## src/rtl/wishbone_arbitrated_interconnect.sv

```systemverilog
// Single-master Wishbone interconnect: address-decoded slave select, one transaction
// at a time, registered ack/error/read-data back to the master and ack timeout.
module wishbone_arbitrated_interconnect #(
    parameter int NUM_SLAVES = 4,
    parameter int SEL_MSB    = 31,
    parameter int SEL_LSB    = 24,
    parameter int TIMEOUT    = 255
) (
    input  logic                     clk,
    input  logic                     rst,
    input  logic                     m_we_i,
    input  logic                     m_cyc_i,
    input  logic                     m_stb_i,
    input  logic [31:0]              m_adr_i,
    input  logic [31:0]              m_dat_i,
    output logic [31:0]              m_dat_o,
    output logic                     m_ack_o,
    output logic                     m_err_o,
    output logic                     m_int_o,
    output logic [NUM_SLAVES-1:0]    s_we_o,
    output logic [NUM_SLAVES-1:0]    s_cyc_o,
    output logic [NUM_SLAVES-1:0]    s_stb_o,
    output logic [31:0]              s_adr_o,
    output logic [31:0]              s_dat_o,
    input  logic [32*NUM_SLAVES-1:0] s_dat_i,
    input  logic [NUM_SLAVES-1:0]    s_ack_i,
    input  logic [NUM_SLAVES-1:0]    s_int_i,
    output logic [NUM_SLAVES-1:0]    int_src_o
);

    localparam int IDX_W = (NUM_SLAVES > 1) ? $clog2(NUM_SLAVES) : 1;

    typedef enum logic [1:0] {
        IDLE,
        ACTIVE,
        DONE
    } state_t;

    state_t                  state_q, state_d;
    logic [IDX_W-1:0]        idx_q, idx_d;
    logic                    we_q, we_d;
    logic [15:0]             cnt_q, cnt_d;
    logic                    ack_q, ack_d;
    logic                    err_q, err_d;
    logic [31:0]             dat_q, dat_d;
    logic                    int_q;
    logic [NUM_SLAVES-1:0]   int_src_q;

    logic [31:0]             sel_ext;
    logic                    mapped;
    logic                    sel_ack;
    logic [31:0]             sel_dat;
    logic [NUM_SLAVES-1:0]   sel_onehot;

    // Slave-select field decode; anything at or above NUM_SLAVES is unmapped.
    always_comb begin
        sel_ext = 32'(m_adr_i[SEL_MSB:SEL_LSB]);
        mapped  = (sel_ext < 32'(NUM_SLAVES));
    end

    // Only the latched slave's ack and data are ever looked at.
    always_comb begin
        sel_ack = s_ack_i[idx_q];
        sel_dat = s_dat_i[32*idx_q +: 32];
    end

    always_comb begin
        sel_onehot = '0;
        for (int i = 0; i < NUM_SLAVES; i++) begin
            sel_onehot[i] = (state_q == ACTIVE) && (idx_q == IDX_W'(i));
        end
    end

    assign s_cyc_o   = sel_onehot;
    assign s_stb_o   = sel_onehot;
    assign s_we_o    = sel_onehot & {NUM_SLAVES{we_q}};
    assign s_adr_o   = m_adr_i;
    assign s_dat_o   = m_dat_i;

    assign m_dat_o   = dat_q;
    assign m_ack_o   = ack_q;
    assign m_err_o   = err_q;
    assign m_int_o   = int_q;
    assign int_src_o = int_src_q;

    always_comb begin
        state_d = state_q;
        idx_d   = idx_q;
        we_d    = we_q;
        cnt_d   = cnt_q;
        ack_d   = 1'b0;
        err_d   = 1'b0;
        dat_d   = dat_q;
        unique case (state_q)
            IDLE: begin
                if (m_cyc_i && m_stb_i) begin
                    if (mapped) begin
                        idx_d   = sel_ext[IDX_W-1:0];
                        we_d    = m_we_i;
                        cnt_d   = 16'd0;
                        state_d = ACTIVE;
                    end else begin
                        err_d   = 1'b1;
                        state_d = DONE;
                    end
                end
            end
            ACTIVE: begin
                // Master abandoning the cycle beats everything; an ack beats the timeout.
                if (!m_cyc_i) begin
                    state_d = IDLE;
                end else if (sel_ack) begin
                    ack_d   = 1'b1;
                    dat_d   = sel_dat;
                    state_d = DONE;
                end else if (cnt_q + 16'd1 == 16'(TIMEOUT)) begin
                    cnt_d   = cnt_q + 16'd1;
                    err_d   = 1'b1;
                    state_d = DONE;
                end else begin
                    cnt_d   = cnt_q + 16'd1;
                end
            end
            DONE: begin
                if (!m_stb_i) begin
                    state_d = IDLE;
                end
            end
            default: begin
                state_d = IDLE;
            end
        endcase
    end

    always_ff @(posedge clk) begin
        if (rst) begin
            state_q   <= IDLE;
            idx_q     <= '0;
            we_q      <= 1'b0;
            cnt_q     <= 16'd0;
            ack_q     <= 1'b0;
            err_q     <= 1'b0;
            dat_q     <= 32'd0;
            int_q     <= 1'b0;
            int_src_q <= '0;
        end else begin
            state_q   <= state_d;
            idx_q     <= idx_d;
            we_q      <= we_d;
            cnt_q     <= cnt_d;
            ack_q     <= ack_d;
            err_q     <= err_d;
            dat_q     <= dat_d;
            int_q     <= |s_int_i;
            int_src_q <= s_int_i;
        end
    end

endmodule

```

## config.mk

```make
export PLATFORM = sky130hd
export DESIGN_NAME = wishbone_arbitrated_interconnect
export DESIGN_NICKNAME = d
export VERILOG_FILES = /design/src/rtl/wishbone_arbitrated_interconnect.sv
export SDC_FILE = /design/constraint.sdc
export NUM_CORES = 1
export LEC_CHECK = 0
export CAP_MARGIN = 20
export CORE_ASPECT_RATIO = 1.2
export CORE_MARGIN = 4
export CORE_UTILIZATION = 25
export CTS_CLUSTER_SIZE = 10
export DETAILED_ROUTE_END_ITERATION = 7
export PLACE_DENSITY = 0.64
export SYNTH_ARGS = -nofsm -noshare
export SYNTH_HDL_FRONTEND = slang
export SYNTH_SLANG_ARGS = --single-unit
```

## constraint.sdc

```tcl
create_clock -name clk -period 2.51 [get_ports clk]
set_clock_uncertainty 0.2 [all_clocks]
set_input_delay 0.753 -clock clk [delete_from_list [all_inputs] [get_ports clk]]
set_output_delay 0.753 -clock clk [all_outputs]
set_load 0.02 [all_outputs]
```

Yosys cells after proc, flatten, opt, wreduce, memory -nomap -nowiden. Cells that the tools add are included.

Flip-flop bits (word level): 60. Latch bits: 0. RAM bits: 0. ROM bits: 0. Input port bits: 205. Output and inout port bits: 115. Logic and storage cells: 63. Memories kept: 0.

Add/sub/neg operators: 1. $mul: 0. Divide/modulo/power cells: 0. $lt $le $gt $ge: 2. Equal/unequal tests: 12. Shift-type cells: 1. Mux-type cells: 21. Bitwise logic cells: 3. Reductions and logical operators: 14.

Operator list (count): variable part select 128 x 8 -> 32 bit (1); 2-to-1 mux 16 bit (4); case mux 16 bit (2 select lines) (1); adder 16 x 1 -> 16 bit, second input constant (1); == test 16 x 8 -> 1 bit, second input constant (1); 2-to-1 mux 2 bit (6); != test 2 bit, second input constant (5); AND reduction 3 bit (3); < comparator 8 x 3 -> 1 bit, second input constant (1); 2-to-1 mux 1 bit (7); == test 2 bit, second input constant (3); case mux 2 bit (3 select lines) (1); logical AND 1 bit (5); AND reduction 5 bit (1); bitwise AND 4 bit (1); == test 2 x 1 -> 1 bit, second input constant (2); logical NOT 2 bit (2); != test 4 x 3 -> 1 bit, second input constant (1); OR reduction 4 bit (1); < comparator 2 x 3 -> 1 bit, second input constant (1); OR reduction 3 bit (1); binary-select mux 1 bit (select 2 bit) (1); NOT 1 bit (2); case mux 1 bit (2 select lines) (1); nonzero test 2 bit (1).

Depth between registers and ports, before layout.
Depth after elaboration: 6. Gate-level depth with buffers: 7. Gate-level depth less buffers: 6.

Worst setup path before layout. OpenSTA, ideal clock, no wires.

Path type: register -> output. Start: register idx_q[1]. End: output port s_stb_o[2]. Arrival: 1.666 ns. Data required time: 1.557 ns. Path slack: -0.109 ns. Cell stages (with the launch flop): 6. Path buffers: 3. Cells stage by stage: dfxtp_1 buf_1 buf_1 nand2_1 nor2_1 buf_4.

Word-level cells in the longest chain between the ends: 2.

RTL lines: start: declaration (RTL line 40) `logic [IDX_W-1:0] idx_q, idx_d;`; start signal: assignment (RTL line 148) `idx_q <= idx_d;`; == test 2 bit (RTL line 70) `sel_onehot[i] = (state_q == ACTIVE) && (idx_q == IDX_W'(i));`; logical AND 1 bit (RTL line 70); end: declaration (RTL line 22) `output logic [NUM_SLAVES-1:0] s_stb_o,`.

No other way between the ends.

Worst setup path in the final report.
Start: input port m_adr_i[26]. End: output port s_adr_o[26].

RTL lines: start: declaration (RTL line 14) `input logic [31:0] m_adr_i,`; end: declaration (RTL line 23) `output logic [31:0] s_adr_o,`.

No word-level cell between the ends.

==> results summary <==
The run finished with clean final reports. The all-layer global routing usage came out at 15.9%. The number of detailed-routing iterations run before antenna repair came out at 4. The effective utilization at floorplan is 25.7%. The peak ir drop on the vdd network is 227 µV.

The number of maximum-capacitance constraint violations came out at 0. The half-perimeter wire length of the detailed placement result is 12400 µm. For this run, the leading register cell type out of synthesis is sky130_fd_sc_hd__dfxtp_1. For the worst setup path, the data required time is 1.56 ns. The unique cell type count in the Yosys netlist is 50.

From synthesis to final layout, the design area changed by 55.5%. The synthesized design spends more area on one cell type than any other, namely sky130_fd_sc_hd__dfxtp_1. Clock latency on the worst-skew pair, taken at its later pin, is 0.32 ns. The number of DRC violations after detailed-routing iteration 0 came out at 150. The synthesized netlist cell count came out at 447. Setup violations remaining at the end of the flow were counted as 0. In the routed layout, each cell is associated on average with a via count of 4.76. The area of the multi-input gates came out at 0.00221 mm². The classification of the worst setup path is primary input to output port. The number of synthesized register bits is 60. The setup slack after placement came out at -0.359 ns. The initial antenna violation count came out at 1. The residual overflow from global routing came out at 0.

The final hold violation count came out at 0. The via count of the first global-routing pass is 3977. The mean routed wirelength per cell came out at 18.8 µm. The detailed router placed 3863 vias in this run.

Ranked by instance count, the synthesized netlist is headed by 83 x sky130_fd_sc_hd__nand2_1, 70 x sky130_fd_sc_hd__buf_4, 60 x sky130_fd_sc_hd__dfxtp_1, 37 x sky130_fd_sc_hd__a21oi_1, 33 x sky130_fd_sc_hd__mux4_2. At the pin with the least slew margin, the transition time is 0.463 ns. Counting flops with a built-in enable in the synthesized netlist gives 0. The delay of the slowest cell on the worst path is 0.50 ns.

In this design, the largest share of critical-path delay is due to buffers and inverters. The standby leakage power came out at 2.21 nW. The floorplan step set the die height to 147 µm. The sequential share of the synthesized area came out at 29.8%. Across all setup checks in the final design, the least slack found is 0.0156 ns. The clock-pin slew reported for the worst setup and hold paths after clock tree synthesis came out at 0.05 ns.

The number of buffers on the longest clock path came out at 2. The cell with the most instances after synthesis is sky130_fd_sc_hd__nand2_1. The power per unit of standard cell area is 413 mW/mm².

The final design area excluding fillers came out at 0.00627 mm². Entering global routing, the biggest net connects 27 pins. The synthesized design devotes to its leading area cell type 29.8% of total area. The count of nets left with antenna violations after detail routing came out at 0. The overall power of the completed layout is 2.59 mW.

The setup slack of the worst register-to-register path is 0.15 ns. The worst path buffer plus inverter count came out at 2. The total DRC errors in the routed layout is 0. TritonCTS created 9 clock buffers.

The minimum period implied by the final worst setup slack came out at 2.49 ns. The count of input and output buffers is 207. On the critical path, the stage with the largest delay is an instance of sky130_fd_sc_hd__clkdlybuf4s50_1. The region available for standard cell placement spans 0.0157 mm². The number of I/O pins came out at 320. Static timing analysis puts the maximum clock frequency at 401 MHz. The post-synthesis average cell area came out at 9.02 µm². The total of fill cells in the finished design is 1548. STA classifies the critical path endpoint as an output port. The total number of yosys warnings came out at 0. In the post-synthesis netlist, the biggest area contributors are sky130_fd_sc_hd__dfxtp_1 30%, sky130_fd_sc_hd__mux4_2 18%, sky130_fd_sc_hd__buf_4 13%, sky130_fd_sc_hd__nand2_1 7.7%, sky130_fd_sc_hd__a21oi_1 4.6%. Cells with a size suffix above 1 make up 20.0% of the layout. The share of the cycle needed by the critical path after routing is 99.4%. The tree is rooted in a sky130_fd_sc_hd__clkbuf_16. The worst relative slew slack came out at 69.2%. The total wire length came out at 15200 µm. The critical path goes through clkdlybuf4s50_1 -> clkdlybuf4s15_2. The H-tree was split into 3 levels. The sequential cells in the finished layout cover a total of 0.00120 mm². The area enclosed by the die boundary is 0.0182 mm². The first global-routing pass estimated 22300 µm of wire. The worst setup path is launched from a primary input. The number of core rows came out at 50.

The cell area after placement is 0.00594 mm². STA puts the critical path data arrival time at 1.54 ns. The last weighted congestion value of the routability-driven placer came out at 0.813. The fraction of registers with async set/reset is 0%. The summed negative setup slack over all endpoints came out at 0 ns. The worst min-delay path category is flip-flop to flip-flop. Of all nets on the critical path, the largest fanout is 2. The clock sink count is 60. The final count of pins violating max slew came out at 0. The die is 124 µm wide.

TritonCTS built the clock tree. The number of buffers added to fix hold violations after cts is 0. Counting every net in the synthesized netlist gives 654. Setup repair after global routing left no endpoint under its margin.

After the last flow step, the layout net total stands at 803. The area of the mapped netlist is 0.00403 mm².
==> cells by family (layout without fill, tap and decap cells) <==
| group | Yosys count | count (layout) | share of synthesized area (%) |
|---|---|---|---|
| simple gates | 162 | 163 | 18.8 |
| buf+inv | 104 | 257 | 17.5 |
| compound gates | 74 | 74 | 12.1 |
| flops | 60 | 60 | 29.8 |
| mux | 39 | 39 | 20.0 |
| xor+xnor | 6 | 6 | 1.30 |
| fa+ha+maj | 2 | 2 | 0.620 |
| other cells | 0 | 2 | 0 |
==> state kept, by name (all words and copies together) (netlist names) <==
name       count
we_q           1
idx_q          2
m_ack_o        1
int_src_o      4
cnt_q         16
m_err_o        1
m_int_o        1
state_q        2
m_dat_o       32
==> power by group <==
part | leakage (nW) | switching [mW] | internal (mW)
Sequential | 0.486 | 0.00355 | 0.960
Clock | 0.149 | 0.436 | 0.819
Combinational | 1.57 | 0.103 | 0.271
==> per-stage QoR <==
| stage | hold slack (ns) | std cells | utilization (%) |
|---|---|---|---|
| global route | 0.275 | 809 | 39.9 |
| floorplan | 0.260 | 447 | - |
| global placement | 0.243 | 791 | 37.8 |
| finish | 0.253 | 811 | 39.9 |
| CTS | 0.256 | 807 | 39.8 |
| detailed placement | 0.248 | 791 | 37.8 |
==> path summary, 6_finish.rpt <==
path                                 from                      end  cells after the start
setup reg to reg    cnt_q[9]$_SDFFE_PP0P_       m_err_o$_SDFF_PP0_                      5
setup / recovery              m_adr_i[26]              s_adr_o[26]                      2
hold / removal    m_dat_o[7]$_SDFFE_PP0P_  m_dat_o[7]$_SDFFE_PP0P_                      2
hold reg to reg   m_dat_o[7]$_SDFFE_PP0P_  m_dat_o[7]$_SDFFE_PP0P_                      2
==> area by class of cell <==
cell class / instances / share of cell area, %
timing repair buffer: 237 / 36.3
multi-input combinational: 284 / 35.2
sequential: 60 / 19.2
tap: 208 / 4.15
clock buffer: 12 / 4.09
clock inverter: 4 / 0.758
inverter: 4 / 0.239
antenna: 2 / 0.0798
==> placed cells by master (no fill, tap or decap), drive strengths merged, types with 2 or more instances in the layout <==
cell type | synthesis | routed
o41ai | 2 | 2
mux4 | 33 | 33
or3 | 2 | 2
a21oi | 38 | 38
o21a | 2 | 2
nand2 | 83 | 83
nor3 | 11 | 11
a311oi | 10 | 10
a31oi | 6 | 6
nor2 | 29 | 29
and3 | 5 | 5
xnor2 | 6 | 6
buf | 82 | 33
nand2b | 2 | 2
nand3 | 8 | 8
and4 | 2 | 2
nor4 | 3 | 3
clkdlybuf4s15 | 0 | 4
nor2b | 7 | 7
clkinv | 0 | 2
clkdlybuf4s50 | 0 | 182
a211oi | 2 | 2
ha | 2 | 2
dlygate4sd2 | 0 | 3
nand3b | 2 | 3
dfxtp | 60 | 60
inv | 4 | 4
nand4 | 4 | 4
diode | 0 | 2
dlymetal6s2s | 0 | 4
o21ai | 6 | 6
mux2i | 5 | 5
a31o | 2 | 2
clkbuf | 17 | 23
==> timing repair <==
action	in CTS	in global routing
setup buffers	0	1
pin swaps	0	8
hold endpoints to repair	0	0
endpoints found under the setup margin	22	21
gates cloned	0	1
gates resized for setup	47	26
==> layer usage <==
| layer | up-vias | GRT usage, % | share of wire, % |
|---|---|---|---|
| met4 | 0 | 3.95 | 1.6 |
| met3 | 28 | 5.85 | 8.0 |
| met2 | 184 | 29.1 | 55 |
| li1 | 1827 | - | - |
| met5 | - | 0 | 0 |
| met1 | 1824 | 17.0 | 36 |
Note: power is estimated with default switching activity, not from simulation.
